**src/rtl/mem_ctrl_pkg.sv**
```systemverilog
// ============================================================================
// Module : mem_ctrl_pkg
// Brief  : Shared defaults, beat-counter width and FSM state encoding for the
//          burst memory access controller.
// Rev    : 1.0 - initial release
// ============================================================================
`default_nettype none

package mem_ctrl_pkg;
    localparam int AW_DEF = 9;
    localparam int DW_DEF = 16;
    localparam int BEAT_W = 2;

    typedef enum logic [1:0] {
        ST_IDLE = 2'd0,
        ST_WR   = 2'd1,
        ST_RD   = 2'd2
    } state_e;
endpackage

`default_nettype wire

```
**src/rtl/mem_burst_cnt.sv**
```systemverilog
// ============================================================================
// Module : mem_burst_cnt
// Brief  : Latched burst base address and beat counter; produces the current
//          beat address (modulo 2^AW) and a last-beat flag.
// Rev    : 1.0 - initial release
// ============================================================================
`default_nettype none

module mem_burst_cnt
    import mem_ctrl_pkg::*;
#(
    parameter int AW = AW_DEF
) (
    input  logic              clk,
    input  logic              rst_b,
    input  logic              load_i,
    input  logic [AW-1:0]     base_i,
    input  logic [BEAT_W-1:0] len_i,
    input  logic              adv_i,
    output logic [AW-1:0]     addr_o,
    output logic              last_o
);
    logic [AW-1:0]     base_q, base_d;
    logic [BEAT_W-1:0] len_q,  len_d;
    logic [BEAT_W-1:0] beat_q, beat_d;

    always_comb begin
        base_d = base_q;
        len_d  = len_q;
        beat_d = beat_q;
        if (load_i) begin
            base_d = base_i;
            len_d  = len_i;
            beat_d = '0;
        end else if (adv_i) begin
            beat_d = beat_q + 1'b1;
        end
    end

    always_ff @(posedge clk) begin
        if (!rst_b) begin
            base_q <= '0;
            len_q  <= '0;
            beat_q <= '0;
        end else begin
            base_q <= base_d;
            len_q  <= len_d;
            beat_q <= beat_d;
        end
    end

    // Address wraps naturally in AW bits.
    assign addr_o = base_q + {{(AW-BEAT_W){1'b0}}, beat_q};
    assign last_o = (beat_q == len_q);
endmodule

`default_nettype wire

```
**src/rtl/mem_access_ctrl.sv**
```systemverilog
// ============================================================================
// Module : mem_access_ctrl
// Brief  : CPU burst (1..4 beat) read/write controller for a single-port
//          memory. Optional macro MEM_WRAP_ERR_EN rejects wrapping bursts.
// Rev    : 1.0 - initial release
// ============================================================================
`default_nettype none

module mem_access_ctrl
    import mem_ctrl_pkg::*;
#(
    parameter int AW = AW_DEF,
    parameter int DW = DW_DEF
) (
    input  logic              clk,
    input  logic              rst_b,
    input  logic              req_valid_i,
    output logic              req_ready_o,
    input  logic              req_we_i,
    input  logic [AW-1:0]     req_addr_i,
    input  logic [BEAT_W-1:0] req_len_i,
    input  logic              wvalid_i,
    output logic              wready_o,
    input  logic [DW-1:0]     wdata_i,
    output logic              rvalid_o,
    output logic [DW-1:0]     rdata_o,
    output logic              done_o,
    output logic              err_o,
    output logic              mem_write_o,
    output logic              mem_read_o,
    output logic [AW-1:0]     mem_addr_o,
    output logic [DW-1:0]     mem_din_o,
    input  logic [DW-1:0]     mem_dout_i
);
    state_e        state_q, state_d;
    logic          pend_q, pend_d;
    logic          pend_last_q, pend_last_d;
    logic          load, adv, last, wrap_err;
    logic [AW-1:0] beat_addr;

    mem_burst_cnt #(.AW(AW)) u_cnt (
        .clk    (clk),
        .rst_b  (rst_b),
        .load_i (load),
        .base_i (req_addr_i),
        .len_i  (req_len_i),
        .adv_i  (adv),
        .addr_o (beat_addr),
        .last_o (last)
    );

`ifdef MEM_WRAP_ERR_EN
    logic err_q;
    assign wrap_err = ({1'b0, req_addr_i} + {{(AW+1-BEAT_W){1'b0}}, req_len_i})
                      > {1'b0, {AW{1'b1}}};

    always_ff @(posedge clk) begin
        if (!rst_b) err_q <= 1'b0;
        else        err_q <= load && wrap_err;
    end
    assign err_o = err_q;
`else
    assign wrap_err = 1'b0;
    assign err_o    = 1'b0;
`endif

    always_comb begin
        state_d     = state_q;
        req_ready_o = 1'b0;
        wready_o    = 1'b0;
        mem_read_o  = 1'b0;
        mem_write_o = 1'b0;
        load        = 1'b0;
        adv         = 1'b0;
        case (state_q)
            ST_IDLE: begin
                req_ready_o = 1'b1;
                if (req_valid_i) begin
                    load = 1'b1;
                    // A rejected (wrapping) request is consumed but stays in IDLE.
                    if (!wrap_err) state_d = req_we_i ? ST_WR : ST_RD;
                end
            end
            ST_RD: begin
                mem_read_o = 1'b1;
                adv        = 1'b1;
                if (last) state_d = ST_IDLE;
            end
            ST_WR: begin
                wready_o = 1'b1;
                if (wvalid_i) begin
                    mem_write_o = 1'b1;
                    adv         = 1'b1;
                    if (last) state_d = ST_IDLE;
                end
            end
            default: state_d = ST_IDLE;
        endcase
        pend_d      = mem_read_o;
        pend_last_d = mem_read_o && last;
    end

    always_ff @(posedge clk) begin
        if (!rst_b) begin
            state_q     <= ST_IDLE;
            pend_q      <= 1'b0;
            pend_last_q <= 1'b0;
        end else begin
            state_q     <= state_d;
            pend_q      <= pend_d;
            pend_last_q <= pend_last_d;
        end
    end

    assign mem_addr_o = (state_q != ST_IDLE) ? beat_addr : '0;
    assign mem_din_o  = (state_q == ST_WR) ? wdata_i : '0;
    assign rvalid_o   = pend_q;
    assign rdata_o    = pend_q ? mem_dout_i : '0;
    assign done_o     = (state_q == ST_WR && wvalid_i && last) || (pend_q && pend_last_q);
endmodule

`default_nettype wire

```
**config.mk**
```make
export PLATFORM = sky130hd
export DESIGN_NAME = mem_access_ctrl
export DESIGN_NICKNAME = d
export VERILOG_FILES = /design/src/rtl/mem_ctrl_pkg.sv /design/src/rtl/mem_burst_cnt.sv /design/src/rtl/mem_access_ctrl.sv
export SDC_FILE = /design/constraint.sdc
export NUM_CORES = 1
export LEC_CHECK = 0
export CAP_MARGIN = 0
export CORE_ASPECT_RATIO = 0.6
export CORE_UTILIZATION = 36
export DETAILED_ROUTE_END_ITERATION = 16
export PLACE_DENSITY_LB_ADDON = 0.1
export SETUP_SLACK_MARGIN = 0.02
export SLEW_MARGIN = 20
export SYNTH_ARGS = -nofsm -noshare
export SYNTH_HDL_FRONTEND = slang
export SYNTH_HIERARCHICAL = 1
export SYNTH_SLANG_ARGS = --single-unit
```
**constraint.sdc**
```tcl
create_clock -name clk -period 5.01 [get_ports clk]
set_clock_uncertainty 0.15 [all_clocks]
set_input_delay 1.002 -clock clk [delete_from_list [all_inputs] [get_ports clk]]
set_output_delay 1.002 -clock clk [all_outputs]
set_load 0.02 [all_outputs]
```
==> flow_summary_export.csv <==
group,metric,value,unit
run_status,outcome,"finished clean",
clock_tree,cts.sinks,17,
placement,place_congestion,0.7528,
critical_path,crit_path_max_incr_delay,620,ps
floorplanning,dieArea,3590,sq um
floorplanning,initial_core_util,39.88,%
detailed_routing,postRouteAntennaNets,0,
floorplanning,die_w,76.69,um
global_routing,grt_pass1_vias,1160,
detailed_routing,drcViolationCount,0,
synth,synth_top_cells_by_area,"dfxtp_1 (28%), and2_1 (18%), mux2i_1 (11%)",
detailed_routing,drtPass1Iterations,4,
cells_and_area,fill_cells,219,
synth,synthSimpleGateAreaFrac,36.34,%
timing,slew_headroom,52.98,%
pwr,power.density,231.8,nW/um^2
clock_tree,clock_path_buffers,2,
clock_tree,htree_levels,1,
critical_path,cp_slowest_cell,"clkdlybuf4s50_1",
cells_and_area,drive_above_1_share,2.146,%
detailed_routing,maxUsedRoutingLayer,"met4",
critical_path,critical_path.max_fanout,4,
clock_tree,post-cts-setup-buffers,0,
floorplanning,rows,15,
clock_tree,cts_resized,0,
synth,synth-compound-area-share,2.804,%
placement,io_buffers,94,
synth,yosysSeqAreaShare,28.25,%
global_routing,antenna_found_initial,0,
cells_and_area,area_growth,83.39,%
clock_tree,worstSkewPairLatency,250,ps
synth,ys_async_sr_fraction,0,%
synth,synth-seq-cells,17,
synth,netlist_area,1205,sq um
timing,setup_viol,0,
pwr,p_leak,0.0008847,uW
clock_tree,hold_buffers,0,
critical_path,arrival,2650,ps
timing,layout_min_cycle_time,3797,ps
synth,synthFlopType,"dfxtp_1",
cells_and_area,multi_input_area,797.0,sq um
critical_path,endpoint_kind,"output pin",
synth,synthAdderAreaFrac,7.892,%
cells_and_area,nets,289,
timing,rsz0062_at_grt,"no",
global_routing,grt_usage,20.63,%
timing,finalHoldViolations,0,
floorplanning,io_pins,96,
detailed_routing,wl_per_cell,13.80,um
cells_and_area,diodes,0,
global_routing,grt_max_degree,19,
hold_path,hp-class,"register to register",
synth,synth-edff-count,0,
synth,yosys.area_share.xor_xnor,7.996,%
critical_path,crit_type,"register to output pin",
timing,fin_hold_ws,373.6,ps
synth,yosys.area.top_type_share,28.25,%
synth,yosysMostFrequentCell,"and2_1",
timing,fmax,0.2634,GHz
detailed_routing,wl_met3,268,um
pwr,vdd_drop_max,186.4,uV
job,maxCapViolations,0,
synth,yosys-mux-area-fraction,10.80,%
critical_path,cp.required,3860,ps
clock_tree,root_buffer,"clkbuf_8",
synth,synth_top_family_by_area,"simple AND/OR/NAND/NOR gates",
global_routing,grt-ovfl-total,0,
detailed_routing,vias,1262,
detailed_routing,via_per_inst,4.589,
clock_tree,numCtsBuffers,3,
timing,worst_pin_slew,705.2,ps
synth,synthCells,141,
detailed_routing,routed_wl,3.795,mm
floorplanning,die_y,46.81,um
synth,synthesis.nets,196,
synth,ys_types,25,
critical_path,worstPathCellList,"ha_1 > inv_1 > fa_1 > and2b_1 > nand4_1 > xnor2_1 > nor2b_1 > clkdlybuf4s50_1",
clock_tree,clk_pin_slew_worst_paths,60,ps
floorplanning,coreArea,3022,sq um
clock_tree,tritoncts,"yes",
synth,synth_common_cells,"and2_1 (35), nor2b_1 (20), dfxtp_1 (17)",
detailed_routing,wl_met2,1.966,mm
detailed_routing,wl_met1,1.549,mm
synth,yosysWarningCount,6,
detailed_routing,drt_iter0_markers,43,
cells_and_area,seqCellArea,340.3,sq um
timing,fin_crit_sh,75.79,%
synth,synth_top_cell_by_area,"dfxtp_1",
critical_path,start_kind,"register",
timing,drv_slew,0,
synth,postSynthAreaPerCell,8.545,sq um
timing,tns,0,ps
placement,hpwl,3.173,mm
global_routing,grt_pass1_wl,5.671,mm
-- per-layer routing --
metal	vias to the layer above	track usage (%)
met2	50	39.64
li1	630	-
met3	2	6.019
met5	-	0
met1	580	24.50
met4	0	2.308
-- per-stage QoR --
stage | setup WS [ps] | cells | util (%) | area [sq um] | total power, uW
detailed placement | 1426 | 271 | 71.64 | 2165 | 414.1
global placement | 1444 | 271 | 71.64 | 2165 | 405.8
CTS | 1211 | 275 | 73.13 | 2210 | 514.9
floorplan | 2074 | 141 | - | 1205 | 298.5
global route | 1048 | 275 | 73.13 | 2210 | 538.2
finish | 1213 | 275 | 73.13 | 2210 | 512.2
-- power by group --
group          switching (uW)  leakage, uW  internal [uW]  total (uW)
Combinational             114     0.000723            131         245
Clock                    44.6    0.0000228           56.4         101
Sequential               16.6     0.000139            150         166
Total                     176     0.000885            337         512
-- final timing paths --
kind,startpoint,endpoint,slack (ps),cells past startpoint
worst max-delay path,u_cnt/beat_q[0],mem_addr_o[8],1210,8
worst min-delay path,state_q[1],state_q[1],370,2
worst max register to register,state_q[0],u_cnt/base_q[7],2750,5
worst min register to register,state_q[1],state_q[1],370,2
-- cell families after synthesis --
group	Yosys count
compound gates	4
xor+xnor	11
fa+ha+maj	7
buf+inv	15
flops	17
mux	13
other cells	1
simple gates	73
-- cell usage in the layout, fill, tap and decap left out, types with 2 or more instances in the layout --
cell             count
dfxtp_1             17
and2_1              35
nand4_1              3
clkdlybuf4s50_1     94
ha_1                 6
and3_2               2
nor2_1               3
xnor2_1              9
xor2_1               2
clkbuf_8             3
nor2b_1             20
nand2_1              6
mux2i_1             13
inv_1                9
-- worst max-delay path, delay by kind of cell (launching register included) --
family / cells / cell delay [ps]
flops: 1 / 420
buf+inv: 2 / 680
simple gates: 3 / 540
xor+xnor: 1 / 140
fa+ha+maj: 2 / 610
-- final cells by class --
class,instances,share of cell area [%]
clock buffer,4,2.039
inverter,9,1.529
multi-input combinational,109,36.07
sequential,17,15.40
tap,42,2.378
timing repair buffer,94,42.58
-- flip-flops by register name (all words and copies together), names as in the netlist --
| name | flops |
|---|---|
| u_cnt/beat_q | 2 |
| pend_last_q | 1 |
| state_q | 2 |
| rvalid_o | 1 |
| u_cnt/base_q | 9 |
| u_cnt/len_q | 2 |
Power figures use the tool's default switching activity.
